$ cat src/rtl/block_stream_gen.sv
// block_stream_gen: expands begin/end/filler word commands into an ASCII
// byte stream and tracks the nesting result a BlockChecker should report.
module block_stream_gen #(
    parameter int DEPTH_W = 8
) (
    input  logic               clk,
    input  logic               reset,
    input  logic               cmd_valid,
    output logic               cmd_ready,
    input  logic [1:0]         cmd_word,
    input  logic               cmd_upper,
    output logic [7:0]         out,
    output logic               out_valid,
    input  logic               out_ready,
    output logic [DEPTH_W-1:0] depth,
    output logic               expect_ok
);

    typedef enum logic [1:0] {
        S_IDLE,
        S_WORD,
        S_SEP
    } state_e;

    localparam logic [DEPTH_W-1:0] DEPTH_MAX = '1;

    state_e             state_q, state_d;
    logic [1:0]         word_q, word_d;
    logic               upper_q, upper_d;
    logic [2:0]         idx_q, idx_d;
    logic [DEPTH_W-1:0] depth_q, depth_d;
    logic               err_q, err_d;
    logic [7:0]         letter;
    logic               last_letter;

    // Lower-case letter at the current index of the latched word.
    always_comb begin
        letter      = 8'h00;
        last_letter = 1'b1;
        unique case (word_q)
            2'b00: begin
                last_letter = (idx_q == 3'd4);
                case (idx_q)
                    3'd0:    letter = 8'h62;
                    3'd1:    letter = 8'h65;
                    3'd2:    letter = 8'h67;
                    3'd3:    letter = 8'h69;
                    default: letter = 8'h6e;
                endcase
            end
            2'b01: begin
                last_letter = (idx_q == 3'd2);
                case (idx_q)
                    3'd0:    letter = 8'h65;
                    3'd1:    letter = 8'h6e;
                    default: letter = 8'h64;
                endcase
            end
            2'b10: begin
                last_letter = (idx_q == 3'd2);
                case (idx_q)
                    3'd0:    letter = 8'h78;
                    3'd1:    letter = 8'h79;
                    default: letter = 8'h7a;
                endcase
            end
            2'b11: begin
                letter      = 8'h00;
                last_letter = 1'b1;
            end
        endcase
    end

    // Next-state, handshake outputs and nesting commit.
    always_comb begin
        state_d   = state_q;
        word_d    = word_q;
        upper_d   = upper_q;
        idx_d     = idx_q;
        depth_d   = depth_q;
        err_d     = err_q;
        cmd_ready = 1'b0;
        out_valid = 1'b0;
        out       = 8'h00;

        unique case (state_q)
            S_IDLE: begin
                cmd_ready = 1'b1;
            end
            S_WORD: begin
                out_valid = 1'b1;
                out       = upper_q ? (letter ^ 8'h20) : letter;
                if (out_ready) begin
                    if (last_letter) begin
                        state_d = S_SEP;
                        idx_d   = 3'd0;
                    end else begin
                        idx_d = idx_q + 3'd1;
                    end
                end
            end
            S_SEP: begin
                out_valid = 1'b1;
                out       = 8'h20;
                cmd_ready = out_ready;
                if (out_ready) begin
                    state_d = S_IDLE;
                    if (word_q == 2'b00) begin
                        if (depth_q != DEPTH_MAX) begin
                            depth_d = depth_q + 1'b1;
                        end else begin
                            err_d = 1'b1;
                        end
                    end else if (word_q == 2'b01) begin
                        if (depth_q != '0) begin
                            depth_d = depth_q - 1'b1;
                        end else begin
                            err_d = 1'b1;
                        end
                    end
                end
            end
            default: begin
                state_d = S_IDLE;
            end
        endcase

        if (cmd_valid && cmd_ready) begin
            word_d  = cmd_word;
            upper_d = cmd_upper;
            idx_d   = 3'd0;
            state_d = (cmd_word == 2'b11) ? S_SEP : S_WORD;
        end
    end

    // State registers with synchronous reset.
    always_ff @(posedge clk) begin
        if (reset) begin
            state_q <= S_IDLE;
            word_q  <= 2'b00;
            upper_q <= 1'b0;
            idx_q   <= 3'd0;
            depth_q <= '0;
            err_q   <= 1'b0;
        end else begin
            state_q <= state_d;
            word_q  <= word_d;
            upper_q <= upper_d;
            idx_q   <= idx_d;
            depth_q <= depth_d;
            err_q   <= err_d;
        end
    end

    assign depth     = depth_q;
    assign expect_ok = (depth_q == '0) && !err_q;

endmodule

$ cat config.mk
export PLATFORM = sky130hd
export DESIGN_NAME = block_stream_gen
export DESIGN_NICKNAME = d
export VERILOG_FILES = /design/src/rtl/block_stream_gen.sv
export SDC_FILE = /design/constraint.sdc
export NUM_CORES = 1
export LEC_CHECK = 0
export CAP_MARGIN = 10
export CORE_AREA = 2 2 48 67
export DETAILED_ROUTE_END_ITERATION = 7
export DIE_AREA = 0 0 50 69
export GPL_TIMING_DRIVEN = 0
export HOLD_SLACK_MARGIN = 0.03
export PLACE_DENSITY = 0.76
export SLEW_MARGIN = 40
export SYNTH_ARGS = -nofsm -noshare
export SYNTH_HDL_FRONTEND = slang
export SYNTH_SLANG_ARGS = --single-unit
$ cat constraint.sdc
create_clock -name clk -period 3.2 [get_ports clk]
set_input_delay 0.96 -clock clk [delete_from_list [all_inputs] [get_ports clk]]
set_output_delay 0.96 -clock clk [all_outputs]
set_load 0.02 [all_outputs]
==> flow_metrics.py, run 1 <==
metrics = {
    "layout": {
        "fin_cells": 242,
        "final_common_cell": "nor2_1",
        "diodes": 0,
        "stdcell_area_um2": 1800,
        "drive_gt1_frac": 0.0780,
        "layout_common_cells": "23 x nor2_1, 19 x clkdlybuf4s50_1, 18 x ha_1",
        "syn_to_final_growth_pct": 26.6,
        "nets": 233,
    },
    "logic_synthesis": {
        "synth_cell_types": 47,
        "syn_area_um2": 1420,
        "syn_area_per_cell_um2": 8.11,
        "synth-edff-count": 0,
        "ys_warn_count": 0,
        "ys_seq_area_frac": 0.240,
        "synthesis.nets": 202,
        "syn-instance-count": 175,
        "ys_ff_latch": 17,
        "synth-async-reset-ratio": 0,
        "ys.flop_type": "dfxtp_1",
    },
    "placement": {
        "routabilityCongestion": 0.896,
        "postPlaceCellArea_um2": 1710,
        "dp_cells": 236,
        "io_buffers": 24,
        "dp_hpwl_um": 2810,
    },
    "clocking": {
        "htreeDepth": 1,
        "root_buffer": "clkbuf_8",
        "clkTransAtPathRegs_ns": 0.07,
        "insertion_delay_ns": 0.25,
        "cts_buffer_depth": 2,
        "ctsHoldBuffers": 0,
        "cts_buffers": 3,
        "cts_tree": "done",
        "cts.sink_count": 17,
    },
    "floorplan": {
        "start_util": 0.498,
        "rows": 23,
        "dieArea_um2": 3450,
        "core_area_um2": 2850,
        "die_y_um": 69,
        "io_pins": 26,
        "dieWidth_um": 50,
    },
    "sta": {
        "period_minus_slack_ns": 3.10,
        "slew_headroom": 0.550,
        "min_period_over_period": 0.969,
        "max_slew.worst_pin.slew_ns": 0.671,
        "hold_violations": 0,
        "tns_ns": 0,
        "finalClockSkew_ns": 0.00283,
        "fmax_ghz": 0.322,
        "final_max_slew_viol_count": 0,
        "rsz0062_at_grt": "false",
        "setup_viol": 0,
        "timing.hold.ws_ns": 0.482,
    },
    "detailed_routing": {
        "vias": 1396,
        "wire_per_inst_um": 15.2,
        "ant_nets": 0,
        "drt_first_pass_iters": 4,
        "drcViolationCount": 0,
        "routed_wl_um": 3690,
        "drt_iter0_drc": 44,
        "vias_per_cell": 5.77,
    },
    "setup_path": {
        "r2r-start": "word_q[0]$_SDFFE_PP0P_",
        "rrSetupSlack_ns": 0.49,
        "crit_end": "out[2]",
        "critPathLaunch": "idx_q[2]$_SDFFE_PP0P_",
        "start_kind": "register",
        "end_kind": "output port",
        "cp_data_required_time_ns": 2.24,
        "slowest_delay_ns": 0.65,
        "crit_type": "reg -> out",
        "slowest_stage": "clkdlybuf4s50_1",
        "crit_fanout": 7,
        "r2r_cells": 10,
        "crit_chain": "inv_1, ha_1, a21oi_1, nor2_1, nor3_1, clkdlybuf4s50_1",
        "crit-reg2reg-capture": "depth[7]$_SDFFE_PP0P_",
        "cp_data_arrival_time_ns": 2.14,
    },
    "global_route": {
        "grt_usage": 0.222,
        "grt_pass1_vias": 1387,
        "grt_pass1_wl_um": 6180,
        "antenna_found_initial": 0,
        "grt_max_degree": 11,
        "overflow": 0,
    },
    "pwr": {
        "netSwitchingPower_uw": 246,
        "power_density_nw_per_um2": 379,
        "irDropWorstVdd_uv": 280,
        "seqPwrFrac": 0.349,
        "internal_power_uw": 434,
        "leakage_nw": 0.759,
        "pwr-share-clk": 0.238,
        "p_comb_frac": 0.413,
        "p_sw_frac": 0.362,
        "finalPower_uw": 680,
    },
    "hold_path": {
        "hp-class": "reg -> reg",
    },
    "outcome": {
        "status": "completed",
    },
    "run": {
        "max_cap_viol_count": 0,
    },
}
[layer usage]
| metal | vias up | part of all wire | GRT usage |
|---|---|---|---|
| met5 | - | 0 | 0 |
| met2 | 40 | 0.56 | 0.420 |
| met4 | 0 | 0.021 | 0.0833 |
| met1 | 651 | 0.39 | 0.240 |
| met3 | 10 | 0.031 | 0.0281 |
| li1 | 695 | - | - |
[cells in the mapped netlist, types with 3 or more instances]
library cell	count	area share
o21ai_0	10	0.035
xnor2_1	5	0.031
nand4_1	4	0.018
ha_1	19	0.17
nor2_1	23	0.061
inv_1	13	0.034
nand2b_1	3	0.013
mux2i_1	7	0.049
a21oi_1	15	0.053
nand2_1	5	0.013
nor3_1	7	0.025
a211oi_1	7	0.037
dfxtp_1	17	0.24
[worst max-delay path: cells and delay by family (launching register included)]
family                     cells  cell delay (ns)
and+or+nand+nor                2             0.22
AOI/OAI and AO/OA              1             0.13
DFF                            1             0.48
adders and majority gates      1             0.27
buffers and inverters          2             0.80
[final cells by class]
cell class	instances	area, um^2
Tap cell	37	46.3
Multi-Input combinational cell	142	1030
Inverter	13	52.6
Sequential cell	17	340
Timing Repair Buffer	26	265
Clock buffer	3	41.3
Fill cell	255	1050
Clock inverter	1	5.00
Buffer	3	16.3
[state kept, by name, summed over array words and instances, names as in the netlist]
| register | flops |
|---|---|
| upper_q | 1 |
| state_q | 2 |
| idx_q | 3 |
| err_q | 1 |
| depth | 8 |
| word_q | 2 |
[kinds of logic after synthesis]
kind of cell / Yosys count / share of synthesized area
other: 1 / 0.00264
xor gates and xnor gates: 5 / 0.0309
AOI/OAI and AO/OA: 48 / 0.212
adders and majority gates: 20 / 0.182
buffers and inverters: 16 / 0.0450
and+or+nand+nor: 60 / 0.231
DFF: 17 / 0.240
muxes: 8 / 0.0573
[worst min-delay path by stage]
stage / endpoint / slack [ns] / startpoint / cells after the start
5_1_grt: err_q$_SDFFE_PP0P_ / 0.51 / err_q$_SDFFE_PP0P_ / 2
2_1_floorplan: err_q$_SDFFE_PP0P_ / 0.43 / err_q$_SDFFE_PP0P_ / 2
4_1_cts: err_q$_SDFFE_PP0P_ / 0.49 / err_q$_SDFFE_PP0P_ / 2
3_3_place_gp: err_q$_SDFFE_PP0P_ / 0.44 / err_q$_SDFFE_PP0P_ / 2
3_5_place_dp: err_q$_SDFFE_PP0P_ / 0.48 / err_q$_SDFFE_PP0P_ / 2
6_report: err_q$_SDFFE_PP0P_ / 0.48 / err_q$_SDFFE_PP0P_ / 2
[power by group through the flow]
stage | clock network, mW | registers [mW] | logic (mW)
global placement | 0 | 0.241 | 0.256
finish | 0.162 | 0.238 | 0.281
global route | 0.177 | 0.239 | 0.308
detailed placement | 0 | 0.242 | 0.265
CTS | 0.164 | 0.238 | 0.269
floorplan | 0 | 0.244 | 0.181
[metrics by stage]
step / utilization / setup slack, ns
finish: 0.631 / 0.0982
global route: 0.631 / 0.0428
CTS: 0.615 / 0.0125
detailed placement: 0.599 / -0.238
global placement: 0.599 / -0.216
floorplan: - / 0.730
[repair_timing]
action | 4_1_cts | 5_1_grt
setup buffers | 0 | 2
gates resized for setup | 3 | 10
endpoints found under the setup margin | 3 | 5
pin swaps | 0 | 1
(Power assumes the default switching activity.)
==> inputs of run 2 (changes only) <==
--- a/config.mk
+++ b/config.mk
@@ -5,7 +5,6 @@
 export SDC_FILE = /design/constraint.sdc
 export NUM_CORES = 1
 export LEC_CHECK = 0
-export CAP_MARGIN = 10
 export CORE_AREA = 2 2 48 67
 export DETAILED_ROUTE_END_ITERATION = 7
 export DIE_AREA = 0 0 50 69
==> results of run 2 <==
The final DEF is identical to that of run 1; final timing and power are the same.
